[config.mk]
export PLATFORM = sky130hd
export DESIGN_NAME = multi_way_light_ctrl
export DESIGN_NICKNAME = d
export VERILOG_FILES = /design/src/rtl/multi_way_light_ctrl.sv
export SDC_FILE = /design/constraint.sdc
export NUM_CORES = 1
export LEC_CHECK = 0
export CORE_MARGIN = 10
export CORE_UTILIZATION = 35
export DETAILED_ROUTE_END_ITERATION = 7
export PLACE_DENSITY = 0.68
export SYNTH_ARGS = -nofsm -noshare
export SYNTH_HDL_FRONTEND = slang
export SYNTH_SLANG_ARGS = --single-unit
[constraint.sdc]
create_clock -name clk -period 2.7 [get_ports clk]
set_input_delay 0.54 -clock clk [delete_from_list [all_inputs] [get_ports clk]]
set_output_delay 0.54 -clock clk [all_outputs]
set_load 0.02 [all_outputs]
[src/rtl/multi_way_light_ctrl.sv]
// multi_way_light_ctrl: demand-driven round-robin traffic light controller for N_WAYS approaches
module multi_way_light_ctrl #(
    parameter int N_WAYS      = 4,
    parameter int TIMER_WIDTH = 5,
    localparam int AW         = $clog2(N_WAYS)
) (
    input  logic                   clk,
    input  logic                   reset,
    input  logic [N_WAYS-1:0]      car_present,
    input  logic [TIMER_WIDTH-1:0] min_green_value,
    input  logic [TIMER_WIDTH-1:0] max_green_value,
    input  logic [TIMER_WIDTH-1:0] yellow_value,
    input  logic [TIMER_WIDTH-1:0] all_red_value,
    output logic [2*N_WAYS-1:0]    lights,
    output logic [AW-1:0]          active_way,
    output logic [1:0]             phase,
    output logic                   new_green
);
    localparam logic [1:0] PH_GREEN   = 2'd0;
    localparam logic [1:0] PH_YELLOW  = 2'd1;
    localparam logic [1:0] PH_ALL_RED = 2'd2;
    localparam logic [1:0] LT_RED     = 2'd2;

    logic [1:0]             r_phase, w_phase_nxt;
    logic [AW-1:0]          r_active, r_next_way, w_active_nxt, w_next_nxt, w_pick, w_idx;
    logic [TIMER_WIDTH-1:0] r_timer;
    logic [2*N_WAYS-1:0]    r_lights, w_lights_nxt;
    logic                   r_new_green, w_req, w_enter;

    // scan from the farthest way back to the nearest so the nearest requester wins
    always_comb begin
        w_req  = |(car_present & ~(N_WAYS'(1) << r_active));
        w_pick = r_active;
        w_idx  = r_active;
        for (int k = N_WAYS - 1; k >= 1; k--) begin
            w_idx = AW'((int'(r_active) + k) % N_WAYS);
            if (car_present[w_idx]) w_pick = w_idx;
        end
    end

    always_comb begin
        w_phase_nxt  = r_phase;
        w_active_nxt = r_active;
        w_next_nxt   = r_next_way;
        w_enter      = 1'b0;
        case (r_phase)
            PH_GREEN:
                if (w_req && (r_timer >= max_green_value ||
                              (!car_present[r_active] && r_timer >= min_green_value))) begin
                    w_phase_nxt = PH_YELLOW;
                    w_next_nxt  = w_pick;
                    w_enter     = 1'b1;
                end
            PH_YELLOW:
                if (r_timer >= yellow_value) begin
                    w_phase_nxt = PH_ALL_RED;
                    w_enter     = 1'b1;
                end
            PH_ALL_RED:
                if (r_timer >= all_red_value) begin
                    w_phase_nxt  = PH_GREEN;
                    w_active_nxt = r_next_way;
                    w_enter      = 1'b1;
                end
            default: begin
                w_phase_nxt = PH_ALL_RED;
                w_enter     = 1'b1;
            end
        endcase
        // light codes for GREEN/YELLOW coincide with the phase codes
        w_lights_nxt = {N_WAYS{LT_RED}};
        for (int i = 0; i < N_WAYS; i++)
            w_lights_nxt[2*i +: 2] = (w_phase_nxt != PH_ALL_RED && w_active_nxt == AW'(i)) ? w_phase_nxt : LT_RED;
    end

    always_ff @(posedge clk) begin
        if (reset) begin
            r_phase     <= PH_GREEN;
            r_active    <= '0;
            r_next_way  <= '0;
            r_timer     <= '0;
            r_lights    <= {{(N_WAYS-1){LT_RED}}, PH_GREEN};
            r_new_green <= 1'b1;
        end else begin
            r_phase     <= w_phase_nxt;
            r_active    <= w_active_nxt;
            r_next_way  <= w_next_nxt;
            r_timer     <= w_enter ? '0 : (&r_timer ? r_timer : r_timer + 1'b1);
            r_lights    <= w_lights_nxt;
            r_new_green <= w_enter && w_phase_nxt == PH_GREEN;
        end
    end

    assign lights     = r_lights;
    assign active_way = r_active;
    assign phase      = r_phase;
    assign new_green  = r_new_green;
endmodule

==> impl_metrics.tcl, run 1 <==
set metrics [dict create \
    status "completed" \
    clock_tree.htree_level_count 1 \
    timing.final.crit_share_pct 85.5 \
    cts-hold-fix-buffers 0 \
    route.met3.wl_um 149 \
    layout-drive-gt1-share_pct 12.4 \
    post_cts_buffers 0 \
    syn_avg_cell_area_um2 8.65 \
    postRouteWirelength_um 3450 \
    min-delay-path-class "reg2reg" \
    worst-setup-path-type "in2reg" \
    synth_nets 232 \
    critical_path_buf_inv_count 2 \
    min_period_ns 2.31 \
    synth-seq-area-share_pct 25.7 \
    vias_in_the_first_global_route 1373 \
    synth.ff_latch_count 20 \
    synth_cell_types 46 \
    start_util_pct 36.0 \
    wire_per_inst_um 12.4 \
    worstHoldStart "r_next_way[0]" \
    final_core_util_pct 48.7 \
    cts_resized 0 \
    place_worst_setup_slack_ns 0.140 \
    cp_cell_sequence "clkdlybuf4s50_1 -> inv_1 -> ha_1 -> a211oi_1 -> o21ai_1 -> nand4b_2 -> or3b_4 -> nor3_2" \
    cp.depth 8 \
    floorplan.die.height_um 86.7 \
    first_pass_iteration_count_of_the_detailed_router 4 \
    worst_r2r_path_depth 6 \
    pin_count_of_the_biggest_net_entering_global_routing 17 \
    core_area_mm2 0.00432 \
    first_iter_violations 38 \
    timing.critical_path.arrival_ns 2.50 \
    rsz_0062_raised_after_global_routing "no" \
    numCtsBuffers 3 \
    wl_met1_um 1580 \
    syn_area_mm2 0.00156 \
    relative_slew_slack_pct 69.4 \
    setup_slack_ns 0.390 \
    vdd_drop_max_v 0.000258 \
    register_area_um2 400 \
    final_cell_area_mm2 0.00210 \
    final-hold-violation-count 0 \
    yosysWarningCount 0 \
    total_power_uw 819 \
    post_dp_cell_area_mm2 0.00203 \
    dr.max_layer_used "met4" \
    min_delay_worst_endpoint "active_way[0]" \
    globalRouteTotalUtil_pct 9.38 \
    place.port_buffers 38 \
    multi_input_comb_area_mm2 0.00105 \
    antenna_violating_nets_post_route 0 \
    drv_slew 0 \
    cts_tree "yes" \
    nFillCells 424 \
    r2r-start "active_way[0]" \
    worst_max_slew_pin_slew_ns 0.448 \
    critPathCaptureType "flop" \
    grt-ovfl-total 0 \
    synth-edff-count 0 \
    rr_endpoint "r_next_way[1]" \
    dp_hpwl_um 2920 \
    worstHoldPathCells 2 \
    drt_drc_violations_left 0 \
    post_synth_arst_share_pct 0 \
    critPathLaunch "all_red_value[3]" \
    worst_case_clock_buffer_depth 2 \
    fin_tns_setup_ns 0 \
    path_max_fanout 6 \
    diodes 0 \
    worstSetupStartpointType "primary input" \
    syn_inst 180 \
    clock-sinks 20 \
    cts_root_buffer "clkbuf_8" \
    die_footprint_mm2 0.00752 \
    met2_length_um 1680 \
    worst_setup_hold_path_clk_slew_ns 0.07 \
    place.gp.congestion 0.751 \
    finalClockSkew_ns 0.00213 \
    critPathTopFamily "simple AND/OR/NAND/NOR gates" \
    finalNetCount 278 \
    power_per_cell_area_mw_per_mm2 389 \
    cap_violations 0 \
    clkLatencyLatePin_ns 0.26 \
    synthToLayoutAreaGrowth_pct 35.1 \
    ys.flop_type "dfxtp_1" \
    vias 1384 \
    cp_data_required_time_ns 2.89 \
    routed_via_density 5.00 \
    antenna_found_initial 0 \
    pin_count 39 \
    worst_path_largest_cell_delay_ns 0.45 \
    timing.final.setup_violations 0 \
    max_clock_freq_mhz 433 \
    floorplan.rows 24 \
    crit_slowest_cell "clkdlybuf4s50_1" \
    setup.reg_to_reg.worst_slack_ns 0.44 \
    p_leak_nw 0.981 \
    fp.dieW_um 86.7 \
    wire_length_of_the_first_global_routing_pass_um 5980 \
]
==> worst register-to-register path: stages, from the launching register on <==
cell and delay (ns):
dfxtp_1 0.60, inv_2 0.15, ha_1 0.44, o21ai_0 0.13, a22o_1 0.24, a2111oi_0 0.47, a21o_1 0.18
==> area by class of cell <==
cell class / count / area share, %
Clock buffer: 3 / 1.96
Clock inverter: 1 / 1.43
Inverter: 24 / 4.28
Multi-Input combinational cell: 133 / 50.0
Sequential cell: 20 / 19.0
Tap cell: 52 / 3.09
Timing Repair Buffer: 44 / 20.2
==> worst max path at each step <==
stage / slack [ns] / to
detailed placement: 0.14 / r_timer[2]
global route: 0.21 / r_next_way[1]
floorplan: 0.66 / r_timer[1]
CTS: 0.38 / r_timer[2]
global placement: 0.16 / r_timer[2]
finish: 0.39 / r_timer[3]
==> placed cells by master (no fill, tap or decap), types with 2 or more instances in the layout <==
cell type and count:
a211oi_1 3, a21oi_1 9, buf_4 6, clkbuf_8 3, clkdlybuf4s50_1 38, dfxtp_1 20, ha_1 26, inv_1 22
inv_2 2, mux2_2 2, mux2i_1 7, nand2_1 6, nand2b_1 5, nand3_1 2, nor2_1 16, nor2b_1 6
nor3_1 2, nor3_2 6, o21ai_0 10, o21ai_1 4, o22ai_1 2, xor2_1 2
==> report_power, final <==
| part | switching [mW] | total [mW] | leakage (nW) | internal (mW) |
|---|---|---|---|---|
| clock network | 0.0970 | 0.295 | 0.0357 | 0.198 |
| registers | 0.0190 | 0.327 | 0.162 | 0.308 |
| logic | 0.0914 | 0.197 | 0.783 | 0.106 |
==> stage by stage <==
step	std cells	hold WS (ns)
after floorplan	180	0.528
after global placement	273	0.557
after detailed placement	273	0.576
after CTS	277	0.585
after global routing	277	0.612
final	277	0.589
==> cells by family (layout without fill, tap and decap cells) <==
family,after synthesis,count (layout),synth area share (%)
compound gates,39,39,16.6
flops,20,20,25.7
simple gates,55,55,21.4
fa+ha+maj,26,26,20.9
mux,10,10,6.91
buf+inv,27,72,6.75
xor+xnor,3,3,1.69
==> routing by layer <==
| layer | vias to the layer above | GRT usage, % |
|---|---|---|
| met1 | 637 | 11.2 |
| met4 | 0 | 2.36 |
| li1 | 722 | - |
| met2 | 21 | 16.0 |
| met5 | - | 0 |
| met3 | 4 | 2.63 |
==> cell usage after synthesis (3+ instances only) <==
library cell / n / area [µm²]
nor2b_1: 6 / 37.5
ha_1: 26 / 325
nand2_1: 6 / 22.5
a21oi_1: 9 / 45.0
o21ai_0: 10 / 50.1
nor3_2: 6 / 60.1
a211oi_1: 3 / 22.5
nor2_1: 16 / 60.1
o21ai_1: 4 / 20.0
mux2i_1: 7 / 70.1
dfxtp_1: 20 / 400
inv_1: 22 / 82.6
nand2b_1: 5 / 31.3
==> flip-flops by register name, indices dropped and copies added, names as in the netlist <==
signal and cells:
new_green 1, active_way 2, lights 8, r_next_way 2, r_timer 5, phase 2
No activity file was read; power rests on OpenSTA's default activity.
==> run 2, diff against run 1 <==
Settings changed: CORE_MARGIN 10 to unset.
==> run 2 against run 1 <==
Effect of this change: core utilization grew 2.1 points; wire length shrank 3.1%; critical endpoint unchanged; combinational power barely moved; flip-flop and latch count unchanged; critical path type unchanged; die area down 37%; global-route usage increased by 5.9 points; hold slack got worse by 0.017 ns; final cell count shrank 0.72%.
==> impl_metrics.tcl, run 2 (same netlist as run 1, synthesis figures left out) <==
set metrics [dict create \
    worst_case_clock_buffer_depth 2 \
    vias_in_the_first_global_route 1314 \
    most-common-layout-cells "clkdlybuf4s50_1 (38), ha_1 (26), inv_1 (22)" \
    finalNetCount 278 \
    dp_hpwl_um 2600 \
    largest_reg_flops 8 \
    start_util_pct 37.6 \
    timing.critical_path.arrival_ns 2.50 \
    first_pass_iteration_count_of_the_detailed_router 4 \
    min_period_ns 2.32 \
    first_iter_violations 57 \
    cts-hold-fix-buffers 0 \
    rsz_0062_raised_after_global_routing "no" \
    timing.final.setup_violations 0 \
    min-delay-path-class "reg2reg" \
    clock_tree.htree_level_count 1 \
    vias 1368 \
    fin_tns_setup_ns 0 \
    layout-drive-gt1-share_pct 12.4 \
    critPathCaptureType "flop" \
    relative_slew_slack_pct 62.2 \
    postRouteWirelength_um 3340 \
    antenna_violating_nets_post_route 0 \
    total_power_uw 818 \
    dpl.cell_count 271 \
    rr_endpoint "lights[5]" \
    core_area_mm2 0.00414 \
    vdd_drop_max_v 0.000251 \
    setup_slack_ns 0.382 \
    worst_path_largest_cell_delay_ns 0.46 \
    worst_r2r_path_depth 8 \
    layout.cells.most_common "clkdlybuf4s50_1" \
    cap_violations 0 \
    antenna_found_initial 0 \
    post_cts_buffers 0 \
    place.gp.congestion 0.794 \
    status "completed" \
    final_cells 275 \
    cp_cell_sequence "clkdlybuf4s50_1 -> inv_1 -> ha_1 -> o211ai_1 -> a22oi_2 -> o211ai_2 -> a31oi_4 -> or3b_4 -> nor3_2" \
    cts_resized 0 \
    worst_max_slew_pin_slew_ns 0.552 \
    place.port_buffers 38 \
    drt_drc_violations_left 0 \
    max_clock_freq_mhz 431 \
    timing.final.crit_share_pct 85.8 \
    clkLatencyLatePin_ns 0.25 \
    synthToLayoutAreaGrowth_pct 34.9 \
    critPathLaunch "min_green_value[2]" \
    cts_root_buffer "clkbuf_8" \
    floorplan.die.height_um 68.7 \
    grt-ovfl-total 0 \
    worst_setup_hold_path_clk_slew_ns 0.07 \
    numCtsBuffers 3 \
    path_max_fanout 6 \
    routed_via_density 4.97 \
    die_footprint_mm2 0.00472 \
    final_core_util_pct 50.7 \
    pin_count 39 \
    crit_slowest_cell "clkdlybuf4s50_1" \
    globalRouteTotalUtil_pct 15.2 \
    finalClockSkew_ns 0.00183 \
    power_per_cell_area_mw_per_mm2 389 \
    setup.reg_to_reg.worst_slack_ns 0.67 \
    cp_data_required_time_ns 2.88 \
    worstSetupStartpointType "primary input" \
    wire_per_inst_um 12.1 \
    r2r-start "r_timer[0]" \
    place_worst_setup_slack_ns 0.111 \
    clock-sinks 20 \
    final-hold-violation-count 0 \
    p_leak_nw 0.981 \
    diodes 0 \
    wire_length_of_the_first_global_routing_pass_um 5490 \
    floorplan.rows 23 \
    fp.dieW_um 68.7 \
    pin_count_of_the_biggest_net_entering_global_routing 18 \
    cp-endpoint "r_timer[3]" \
    nFillCells 409 \
    worst-setup-path-type "in2reg" \
    drv_slew 0 \
    cts_tree "yes" \
]
==> run 2: cell counts in the layout (fill, tap and decap cells not counted) <==
No cell type changed its count.
==> run 2: metrics by stage <==
stage / instance area (µm²) / hold slack (ns)
final: 2100 / 0.572
after global routing: 2100 / 0.657
after CTS: 2100 / 0.575
after detailed placement: 2030 / 0.570
after global placement: 2030 / 0.558
after floorplan: 1560 / 0.528
==> run 2: cell type report <==
type                    instances  area [µm²]  area share, %
flip-flops and latches         20         400           19.0
repair buffers                 44         425           20.2
clock buffers                   3        41.3           1.96
multi-input cells             133        1050           50.1
inverters                      24        90.1           4.29
clock inverters                 1        30.0           1.43
well taps                      50        62.6           2.98
==> run 2: per-layer routing <==
layer	up-vias	wire length (µm)	global-route usage, %
met5	-	0	0
met4	0	11	4.59
met3	2	162	1.81
met2	32	1500	26.3
met1	620	1670	19.7
li1	714	-	-
==> run 2: power by group <==
part,switching [mW],internal [mW]
Sequential,0.0204,0.308
Clock,0.0945,0.198
Combinational,0.0929,0.104
==> run 2: worst max-delay path, delay by kind of cell <==
family	cells	cell delay [ns]
AOI/OAI and AO/OA	4	0.57
buffers and inverters	2	0.50
adders and majority gates	1	0.28
and+or+nand+nor	2	0.61
==> run 2: how the worst min path moves through the flow <==
stage	slack, ns	startpoint	cells past startpoint	to
floorplan	0.53	r_next_way[0]	2	active_way[0]
global placement	0.56	r_next_way[0]	2	active_way[0]
detailed placement	0.57	r_next_way[0]	2	active_way[0]
CTS	0.58	r_next_way[0]	2	active_way[0]
global route	0.66	r_timer[0]	2	r_timer[0]
finish	0.57	r_next_way[0]	2	active_way[0]
==> run 3, diff against run 2 <==
Settings changed: GPL_ROUTABILITY_DRIVEN set to 0.
==> results of run 3 <==
The final DEF is identical to that of run 2; final timing and power are the same.
